### src/rtl/trivium_stream_ctrl.sv
// trivium_stream_ctrl: sequences one trivium core and XORs its LSB-first keystream bytes onto a valid/ready byte stream
module trivium_stream_ctrl #(
  parameter int WARMUP_CYCLES = 1155,
  parameter int CNT_W         = 11
) (
  input  logic       clk,
  input  logic       rst,
  input  logic       start,
  output logic       core_rst,
  output logic       core_enable,
  input  logic       core_ks_bit,
  input  logic [7:0] din,
  input  logic       din_valid,
  output logic       din_ready,
  output logic [7:0] dout,
  output logic       dout_valid,
  input  logic       dout_ready,
  output logic       busy,
  output logic       ks_ready
);
  typedef enum logic [1:0] {IDLE, LOAD, WARMUP, RUN} state_t;
  state_t           state, state_nx;
  logic [CNT_W-1:0] warm_cnt;
  logic [3:0]       issue_cnt;
  logic [2:0]       bit_cnt;
  logic [7:0]       ks_byte;
  logic             fresh, have_byte, warm_done, capture, accept;
  assign warm_done = warm_cnt == CNT_W'(WARMUP_CYCLES - 1);
  assign capture   = state == RUN && fresh && !start;
  assign accept    = din_valid && din_ready;
  assign busy      = state != IDLE;
  assign ks_ready  = state == RUN;
  assign din_ready = state == RUN && have_byte && (!dout_valid || dout_ready) && !start;
  // state register
  always_ff @(posedge clk or negedge rst)
    if (!rst) state <= IDLE;
    else state <= state_nx;
  // next state and core control; start from any state restarts at LOAD
  always_comb begin
    state_nx    = state;
    core_rst    = 1'b1;
    core_enable = 1'b0;
    case (state)
      IDLE: begin
        core_rst = 1'b0;
        state_nx = start ? LOAD : IDLE;
      end
      LOAD: begin
        core_rst = 1'b0;
        state_nx = start ? LOAD : WARMUP;
      end
      WARMUP: begin
        core_enable = 1'b1;
        state_nx    = start ? LOAD : (warm_done ? RUN : WARMUP);
      end
      default: begin
        core_enable = !have_byte && issue_cnt < 4'd8;
        state_nx    = start ? LOAD : RUN;
      end
    endcase
  end
  // warm-up count, bit capture into ks_byte and the output byte register;
  // the last warm-up edge already produced bit 0, so RUN starts with one bit issued
  always_ff @(posedge clk or negedge rst)
    if (!rst) begin
      warm_cnt   <= '0;
      issue_cnt  <= '0;
      bit_cnt    <= '0;
      ks_byte    <= '0;
      fresh      <= 1'b0;
      have_byte  <= 1'b0;
      dout       <= '0;
      dout_valid <= 1'b0;
    end else begin
      warm_cnt <= state == WARMUP ? warm_cnt + CNT_W'(1) : '0;
      fresh    <= start ? 1'b0 : core_enable;
      if (start) begin
        issue_cnt  <= '0;
        bit_cnt    <= '0;
        have_byte  <= 1'b0;
        dout_valid <= 1'b0;
      end else begin
        if (state == WARMUP && warm_done) begin
          issue_cnt <= 4'd1;
          bit_cnt   <= '0;
        end
        if (state == RUN && core_enable) issue_cnt <= issue_cnt + 4'd1;
        if (capture) begin
          ks_byte[bit_cnt] <= core_ks_bit;
          bit_cnt          <= bit_cnt + 3'd1;
          if (bit_cnt == 3'd7) begin
            have_byte <= 1'b1;
            issue_cnt <= '0;
          end
        end
        if (accept) begin
          dout       <= din ^ ks_byte;
          dout_valid <= 1'b1;
          have_byte  <= 1'b0;
        end else if (dout_ready) dout_valid <= 1'b0;
      end
    end
endmodule

### config.mk
export PLATFORM = sky130hd
export DESIGN_NAME = trivium_stream_ctrl
export DESIGN_NICKNAME = d
export VERILOG_FILES = /design/src/rtl/trivium_stream_ctrl.sv
export SDC_FILE = /design/constraint.sdc
export NUM_CORES = 1
export LEC_CHECK = 0
export BUFFER_PORTS_ARGS = -buffer_cell sky130_fd_sc_hd__clkbuf_2
export CAP_MARGIN = 40
export CORE_MARGIN = 4
export CORE_UTILIZATION = 60
export DETAILED_ROUTE_END_ITERATION = 8
export GPL_TIMING_DRIVEN = 0
export PLACE_DENSITY = 0.8
export SKIP_CTS_REPAIR_TIMING = 1
export SYNTH_ARGS = -nofsm -noshare
export SYNTH_HDL_FRONTEND = slang
export SYNTH_SLANG_ARGS = --single-unit
### constraint.sdc
create_clock -name clk -period 4.61 [get_ports clk]
set_input_delay 0.2305 -clock clk [delete_from_list [all_inputs] [get_ports clk]]
set_output_delay 0.2305 -clock clk [all_outputs]
set_load 0.01 [all_outputs]
==> results of run 1 <==
[registers in the layout, summed over array words and instances (netlist names)]
name	cells
warm_cnt	11
dout	8
ks_byte	8
issue_cnt	4
bit_cnt	3
state	2
dout_valid	1
fresh	1
have_byte	1
[power groups by stage]
stage                     Sequential [mW]  Combinational, mW  Clock [mW]
after floorplan                     0.361             0.0272           0
after global placement              0.361             0.0474           0
after detailed placement            0.362             0.0526           0
after CTS                           0.355             0.0528       0.162
after global routing                0.356             0.0588       0.182
final                               0.355             0.0523       0.155
[through the flow]
step           util, %  instances  setup slack, ns  area (um^2)
2_1_floorplan        -        169            2.928         1944
6_report         71.67        248            2.687         2206
4_1_cts          71.34        247            2.686         2196
3_5_place_dp     70.00        241            2.703         2155
5_1_grt          71.67        248            2.586         2206
3_3_place_gp     69.35        240            2.762         2135
[routing by layer]
metal	GRT usage (%)	part of all wire, %	up-vias
met5	0	0	-
met4	7.916	1.4	0
met3	6.412	4.7	4
met2	35.50	51	38
met1	24.12	43	706
li1	-	-	687
[logic make-up after synthesis]
group           count (synthesis)  share of synthesized area (%)
buf+inv                        12                          2.574
fa+ha+maj                       5                          3.218
flops                          39                          50.19
mux                            16                          9.266
compound gates                 26                          8.881
xor+xnor                       11                          4.955
simple gates                   60                          20.91
[final timing paths]
check | start | end | slack, ns
worst max-delay path | warm_cnt[0] | issue_cnt[2] | 2.69
worst min-delay path | din_valid | have_byte | 0.09
worst max register to register | warm_cnt[0] | issue_cnt[2] | 2.69
worst min register to register | warm_cnt[0] | warm_cnt[0] | 0.50
max in group asynchronous | rst | ks_byte[6] | 3.83
min in group asynchronous | rst | warm_cnt[4] | 0.32
[area by class of cell]
| cell class | instances | area share [%] |
|---|---|---|
| Buffer | 8 | 1.588 |
| Inverter | 4 | 0.6807 |
| Clock buffer | 6 | 1.872 |
| Sequential cell | 39 | 44.24 |
| Timing Repair Buffer | 29 | 7.487 |
| Multi-Input combinational cell | 118 | 41.63 |
| Tap cell | 44 | 2.496 |
[worst max-delay path: stages, from the launching register on]
cell	delay, ns
dfrtp_1	0.42
inv_1	0.07
ha_1	0.13
or4b_4	0.46
nor4_4	0.51
o21ai_0	0.19
[layout by cell type, fill, tap and decap left out, types with 2 or more instances in the layout]
| cell type | n |
|---|---|
| nand2_1 | 7 |
| or4_2 | 2 |
| inv_1 | 4 |
| o22ai_1 | 2 |
| nor4b_1 | 2 |
| dfrtp_1 | 39 |
| nand2b_1 | 2 |
| clkbuf_1 | 6 |
| xnor2_1 | 2 |
| ha_1 | 5 |
| nor3_1 | 2 |
| o21a_1 | 2 |
| or3_1 | 2 |
| clkbuf_2 | 27 |
| clkbuf_4 | 5 |
| nor2_1 | 5 |
| xor2_1 | 9 |
| nand3_1 | 7 |
| and2_1 | 3 |
| nand3b_1 | 5 |
| o31ai_1 | 4 |
| or4_1 | 3 |
| nand4_1 | 2 |
| nand4b_1 | 3 |
| nor2b_1 | 5 |
| o21ai_0 | 5 |
| mux2_2 | 16 |
| a21oi_1 | 5 |
| o32ai_1 | 2 |
==> impl_metrics.csv, run 1 <==
group,metric,value,unit
final_layout,seq_area,975.9,um^2
run_status,status,"complete, no violations",
setup_path,cp_max_fo,8,
timing,slew_viol_final,0,
timing,setup_viol,0,
timing,finClkSkew,0.001860,ns
routing,first_pass_iters,4,
logic_synthesis,syn_avg_cell_area,11.51,um^2
setup_path,start_kind,"register",
power,clockPowerShare,27.6,%
clock_network,htreeDepth,2,
logic_synthesis,synth_nets,188,
worst_hold_path,min_path_cells,2,
routing,vias,1435,
logic_synthesis,netlist_area,0.001944,mm^2
logic_synthesis,synthTopCellsByCount,"dfrtp_1 (39), mux2_2 (16), xor2_1 (9)",
floorplanning,die_y,64.93,um
routing,wl_per_cell,15.41,um
timing,finalSetupTns,0,ns
routing,drt_iter0_markers,75,
routing,antenna_left,0,
setup_path,worstSetupPathType,"reg2reg",
power,switching_share,24.22,%
logic_synthesis,synth_seq_area_share,50.19,%
logic_synthesis,synthTopCellsByArea,"dfrtp_1 (50%), mux2_2 (9.3%), xor2_1 (4.1%)",
power,internal-power,0.4266,mW
final_layout,multiInputGateArea,918.4,um^2
floorplanning,core_area,0.003078,mm^2
floorplanning,rows,20,
final_layout,fin_nets,224,
clock_network,clock_sinks,39,
floorplanning,start_util,63.17,%
floorplanning,die_x,64.93,um
timing,max_freq,520.0,MHz
clock_network,cts_buffers,5,
timing,hold_violations,0,
placed_design,port-buffer-count,27,
logic_synthesis,synth_cell_types,46,
logic_synthesis,yosysTopAreaCellShare,50.19,%
final_layout,area_growth,13.45,%
power,pwr-share-seq,63.1,%
logic_synthesis,async_flop_share,100.0,%
floorplanning,ios,28,
global_route,grt_pass1_vias,1470,
timing,hold_slack,0.09003,ns
setup_path,cp.required,4.81,ns
timing,min_period,1.923,ns
logic_synthesis,synth_top_flop_cell,"dfrtp_1",
setup_path,critical_path_arrival,2.12,ns
global_route,grt_pass1_wl,6.555,mm
power,power.leakage,1.027,nW
routing,route.detailed.drc,0,
power,p_sw,0.1363,mW
clock_network,clkLatencyLatePin,0.33,ns
setup_path,cp-end-kind,"register",
final_layout,final_layout_size_suffix_gt1_share,29.41,%
timing,worst_pin_slew,0.5836,ns
global_route,grt_usage,20.71,%
logic_synthesis,ys_ff_latch,39,
logic_synthesis,synth_most_common_cell,"dfrtp_1",
timing,max_slew_margin,60.58,%
timing,period_share,41.71,%
logic_synthesis,synth_edf_count,0,
power,powerDensity,255.2,mW/mm^2
final_layout,n_fill_cell,241,
clock_network,cts.path.max_buffers,2,
timing,rsz0062_at_grt,"false",
power,totalPowerFinal,0.5629,mW
clock_network,clockRootBuffer,"clkbuf_4",
placed_design,dpl.hpwl,2.846,mm
flow_run,maxCapViolCount,0,
routing,viasPerCell,5.786,
logic_synthesis,synthCells,169,
worst_hold_path,min_path_type,"in2reg",
setup_path,reg2reg_depth,5,
floorplanning,die_area,0.004215,mm^2
routing,finalWirelength,3.822,mm
placed_design,gp_congestion,0.7739,
final_layout,antenna_cells,0,
clock_network,clkTransAtPathRegs,0.10,ns
global_route,overflow,0,
logic_synthesis,yosysWarnings,0,
logic_synthesis,synth.largest_area_cell,"dfrtp_1",
global_route,grt_max_degree,29,
clock_network,cts_tree,"yes",
power,ir_drop,0.2119,mV
global_route,grt_antenna_before_repair,0,
power,combPwrFrac,9.3,%
Power figures use the tool's default switching activity.
==> run 2: changes to the inputs <==
CORE_UTILIZATION = 56   (was 60)
PLACE_DENSITY = 0.75   (was 0.8)
clock period = 2 ns   (was 4.61 ns; I/O delays follow)
==> run 2 against run 1 <==
Net effect:
- clock power increased by 130%
- wire length decreased by 0.31%
- cell count increased by 1.6%
- combinational power increased by 130%
- sequential power increased by 130%
- count of clock-buffer cells in the layout unchanged
- non-clock buffer count increased by 2
==> impl_metrics.csv, run 2 (same netlist as run 1, synthesis figures left out) <==
group,metric,value,unit
run_status,status,"complete, no violations",
global_route,grt_max_degree,28,
global_route,grt_antenna_before_repair,0,
setup_path,slowest_stage,"nor4b_1",
setup_path,cp.required,2.23,ns
setup_path,reg2reg_slack,0.16,ns
routing,vias,1460,
routing,antenna_left,0,
clock_network,cts_buffers,5,
flow_run,maxCapViolCount,0,
placed_design,gp_congestion,0.8257,
timing,finalSetupTns,0,ns
setup_path,start_kind,"register",
floorplanning,die_x,66.93,um
clock_network,htreeDepth,2,
routing,drt_iter0_markers,89,
setup_path,worstSetupPathType,"reg2reg",
clock_network,clock_sinks,39,
setup_path,cp_cell_sequence,"clkbuf_1 > nand4b_1 > nor4b_1 > mux2_2",
routing,wl_per_cell,15.12,um
final_layout,antenna_cells,0,
timing,hold_violations,0,
routing,finalWirelength,3.810,mm
final_layout,layout_common_cells,"dfrtp_1 (39), clkbuf_2 (27), mux2_2 (16)",
final_layout,final_common_cell,"dfrtp_1",
global_route,grt_usage,19.45,%
placed_design,dpl.hpwl,2.830,mm
clock_network,cts_tree,"yes",
power,ir_drop,0.5331,mV
setup_path,cpPeakStageDelay,0.39,ns
timing,finClkSkew,0.006141,ns
timing,worst_pin_slew,0.6154,ns
routing,first_pass_iters,4,
setup_path,regToRegEndpoint,"ks_byte[2]",
timing,max_slew_margin,58.43,%
worst_hold_path,min_path_type,"in2reg",
final_layout,top_regs,"warm_cnt: 11 flops, dout: 8 flops, ks_byte: 8 flops",
worst_hold_path,min_path_cells,3,
clock_network,clkTransAtPathRegs,0.11,ns
setup_path,r2r_start,"state[1]",
routing,viasPerCell,5.794,
timing,period_share,91.88,%
timing,slew_viol_final,0,
final_layout,n_fill_cell,267,
timing,min_period,1.838,ns
final_layout,fin_nets,226,
setup_path,critical_path_arrival,2.07,ns
timing,max_freq,544.2,MHz
global_route,grt_pass1_vias,1416,
global_route,grt_pass1_wl,6.437,mm
timing,rsz0062_at_grt,"false",
clock_network,cts.path.max_buffers,2,
setup_path,reg2reg_depth,4,
setup_path,cp-end-kind,"register",
final_layout,largest_reg_flops,11,
floorplanning,die_area,0.004479,mm^2
clock_network,clkLatencyLatePin,0.34,ns
power,powerDensity,584.5,mW/mm^2
placed_design,dpl_cell_area,0.002157,mm^2
final_layout,regMostFlops,"warm_cnt",
floorplanning,start_util,58.27,%
timing,hold_slack,0.1326,ns
routing,route.detailed.drc,0,
floorplanning,die_y,66.93,um
clock_network,clockRootBuffer,"clkbuf_4",
worst_hold_path,worstHoldEndpoint,"dout[4]",
final_layout,final_layout_size_suffix_gt1_share,29.61,%
worst_hold_path,min_from,"din[4]",
final_layout,area_growth,14.48,%
placed_design,port-buffer-count,27,
floorplanning,core_area,0.003337,mm^2
floorplanning,rows,21,
power,power.leakage,1.037,nW
global_route,overflow,0,
final_layout,stdcell_area,0.002226,mm^2
floorplanning,ios,28,
timing,setup_viol,0,
setup_path,cp_max_fo,10,
run 2: report_power, final:
group | switching, mW | internal (mW) | total [mW]
Clock | 0.236 | 0.125 | 0.361
Combinational | 0.0681 | 0.0538 | 0.122
Sequential | 0.0127 | 0.805 | 0.818
Total | 0.317 | 0.984 | 1.30
run 2: critical path: cells and delay by family (launching register included):
kind | cells | cell delay [ns]
mux | 1 | 0.38
simple gates | 2 | 0.66
flops | 1 | 0.38
buf+inv | 1 | 0.32
run 2: area by class of cell:
class	instances	area, um^2	area share [%]
flip-flops and latches	39	975.9	43.84
plain buffers	8	35.03	1.574
repair buffers	31	182.7	8.207
multi-input cells	118	918.4	41.26
inverters	4	15.01	0.6745
well taps	46	57.56	2.586
clock buffers	6	41.29	1.855
run 2: through the flow:
step           utilization, %  instances  setup WS [ns]  total power, mW
3_5_place_dp            64.64        243        0.08917           0.9527
4_1_cts                 65.88        249        0.07680            1.309
6_report                66.70        252         0.1623            1.301
3_3_place_gp            64.04        242         0.1646           0.9420
2_1_floorplan               -        169         0.3183           0.8940
5_1_grt                 66.70        252        0.05883            1.367
run 2: worst max path at each step:
stage / depth (start not counted) / slack (ns) / end / start
2_1_floorplan: 5 / 0.32 / bit_cnt[1] / warm_cnt[0]
3_3_place_gp: 5 / 0.16 / bit_cnt[2] / warm_cnt[0]
3_5_place_dp: 5 / 0.09 / bit_cnt[1] / warm_cnt[0]
4_1_cts: 5 / 0.08 / bit_cnt[1] / warm_cnt[0]
5_1_grt: 4 / 0.06 / ks_byte[2] / state[1]
6_report: 4 / 0.16 / ks_byte[2] / state[1]
run 2: layer usage:
layer  vias up  wire (um)  track usage, %
met2        47       1764           29.58
met5         -          0               0
met1       705       1748           26.19
met3        10        207           4.553
li1        698          -               -
met4         0         89           8.861
==> run 3: changes to the inputs <==
ABC_AREA = 1   (was not set)
==> run 3 against run 2 <==
Net effect:
- die area fell by 0.51%
- sequential share of layout area hardly changed
- critical path depth up 1
- synthesized cell count is 44% higher
- cell count is 29% higher
- clock power increased by 22%
- hold slack worse by 0.11 ns
- sequential power rose by 2%
- first-iteration DRC count rose by 38%
- clock skew is 0.00069 ns higher
- maximum frequency is 6.5% higher
- largest cell class unchanged
- largest power group unchanged
==> impl_metrics.csv, run 3 <==
group,metric,value,unit
run_status,status,"complete, no violations",
clock_network,clockRootBuffer,"clkbuf_4",
setup_path,critical_path.top_delay_family,"simple AND/OR/NAND/NOR gates",
timing,max_freq,579.4,MHz
global_route,grt_pass1_wl,6.203,mm
global_route,overflow,0,
setup_path,cp_max_fo,10,
clock_network,cts.path.max_buffers,2,
clock_network,clock_sinks,39,
worst_hold_path,min_path_type,"in2reg",
floorplanning,ios,28,
logic_synthesis,syn_avg_cell_area,7.955,um^2
global_route,grt_max_degree,23,
routing,route.detailed.drc,0,
timing,finalSetupTns,0,ns
placed_design,port-buffer-count,26,
timing,slew_viol_final,0,
timing,period_share,86.29,%
clock_network,cts_tree,"yes",
routing,antenna_left,0,
clock_network,htreeDepth,2,
timing,min_period,1.726,ns
setup_path,start_kind,"register",
clock_network,clkTransAtPathRegs,0.11,ns
logic_synthesis,netlist_area,0.001933,mm^2
clock_network,cts_buffers,5,
setup_path,cp_cell_sequence,"nand2_1 > inv_2 > nand2_2 > nor3_4 > clkbuf_2",
routing,drt_iter0_markers,123,
global_route,grt_antenna_before_repair,0,
logic_synthesis,synthCells,243,
timing,max_slew_margin,67.53,%
final_layout,layout_common_cells,"nand2_1 (78), dfrtp_1 (39), nor2_1 (26), clkbuf_2 (26), inv_1 (25)",
logic_synthesis,synth_nets,262,
routing,finalWirelength,3.681,mm
final_layout,largest_reg_flops,11,
final_layout,area_growth,15.21,%
power,totalPowerFinal,1.422,mW
routing,wl_per_cell,11.33,um
timing,rsz0062_at_grt,"false",
final_layout,fin_nets,297,
setup_path,worstSetupPathType,"reg2out",
logic_synthesis,synth_edf_count,0,
logic_synthesis,synth_top_flop_cell,"dfrtp_1",
placed_design,dpl_cell_area,0.002148,mm^2
setup_path,critical_path_arrival,1.63,ns
routing,first_pass_iters,4,
floorplanning,rows,21,
power,power.leakage,1.165,nW
logic_synthesis,synthTopCellsByArea,"dfrtp_1 (50%), nand2_1 (15%), nor2_1 (5.0%)",
logic_synthesis,synth_seq_area_share,50.49,%
floorplanning,die_y,66.76,um
power,ir_drop,0.5184,mV
power,powerDensity,638.6,mW/mm^2
final_layout,post-route-util,66.74,%
setup_path,cpPeakStageDelay,0.39,ns
logic_synthesis,synthTopCellsByCount,"nand2_1 (78), dfrtp_1 (39), nor2_1 (26)",
flow_run,maxCapViolCount,0,
setup_path,cp-end-kind,"output pin",
floorplanning,die_area,0.004456,mm^2
global_route,grt_pass1_vias,1426,
setup_path,cp.required,1.90,ns
routing,vias,1607,
timing,finClkSkew,0.006833,ns
global_route,grt_usage,18.50,%
timing,worst_pin_slew,0.4871,ns
floorplanning,core_area,0.003337,mm^2
final_layout,antenna_cells,0,
setup_path,cp_num_buf_inv,2,
logic_synthesis,ys_ff_latch,39,
final_layout,final_common_cell,"nand2_1",
routing,viasPerCell,4.945,
placed_design,dpl.hpwl,2.822,mm
final_layout,regMostFlops,"warm_cnt",
floorplanning,start_util,57.93,%
placed_design,gp_congestion,0.8839,
logic_synthesis,async_flop_share,100.0,%
logic_synthesis,yosysWarnings,0,
timing,setup_viol,0,
floorplanning,die_x,66.76,um
logic_synthesis,yosysTopAreaCellShare,50.49,%
logic_synthesis,synth.largest_area_cell,"dfrtp_1",
clock_network,clkLatencyLatePin,0.34,ns
final_layout,final_layout_size_suffix_gt1_share,14.70,%
final_layout,top_regs,"warm_cnt: 11 flops, dout: 8 flops, ks_byte: 8 flops",
final_layout,stdcell_area,0.002227,mm^2
timing,hold_violations,0,
setup_path,slowest_stage,"dfrtp_1",
logic_synthesis,synth_most_common_cell,"nand2_1",
logic_synthesis,synth_cell_types,22,
## run 3: cell types whose count changed in the layout (fill, tap and decap cells not counted), sizes merged, moves of 4 or more
| cell | change |
|---|---|
| nand4 | +4 |
| nor2b | -5 |
| or4 | -5 |
| a21oi | +8 |
| o31ai | -4 |
| nand3 | +9 |
| nand2 | +73 |
| mux2 | -16 |
| nor2 | +22 |
| nand3b | -4 |
| o21ai | +6 |
| inv | +22 |
## run 3: layout make-up
type                       count  area [um^2]
sequential                    39        975.9
multi-input combinational    175        848.3
inverter                      26        97.59
tap                           46        57.56
clock buffer                   8        68.82
fill                         299         1110
buffer                         3        11.26
timing repair buffer          28        167.7
## run 3: worst paths after layout
path / from / endpoint / slack (ns) / depth (start not counted)
worst max-delay path: state[1] / din_ready / 0.27 / 5
worst min-delay path: start / state[1] / 0.02 / 2
worst max register to register: warm_cnt[0] / issue_cnt[2] / 0.36 / 8
worst min register to register: dout[4] / dout[4] / 0.48 / 2
max in group asynchronous: rst / ks_byte[6] / 1.28 / 3
min in group asynchronous: rst / warm_cnt[8] / 0.25 / 2
## run 3: through the flow
stage,std cells,setup slack [ns],hold WS [ns]
after floorplan,243,0.6654,-0.1956
after global placement,315,0.4191,0.2880
after detailed placement,316,0.3965,0.08606
after CTS,324,0.2508,-0.2908
after global routing,325,0.1352,0.01601
final,325,0.2742,0.01939
## run 3: metal layers
metal	routed length, um	global-route usage, %	part of all wire (%)	vias to the layer above
met4	60	7.614	1.6	0
li1	-	-	-	847
met1	1815	24.10	49	723
met2	1635	29.70	44	30
met3	170	4.047	4.6	7
met5	0	0	0	-
## run 3: logic make-up after synthesis
| kind of cell | count (synthesis) | synth area share, % |
|---|---|---|
| DFF | 39 | 50.49 |
| and+or+nand+nor | 137 | 30.49 |
| AOI/OAI and AO/OA | 25 | 6.537 |
| adders and majority gates | 5 | 3.236 |
| buffers and inverters | 29 | 5.631 |
| xor gates and xnor gates | 8 | 3.625 |
## run 3: power breakdown
group          leakage, nW  switching [mW]  internal (mW)
clock               0.0386           0.234          0.207
combinational        0.594          0.0904         0.0553
sequential           0.533          0.0194          0.816
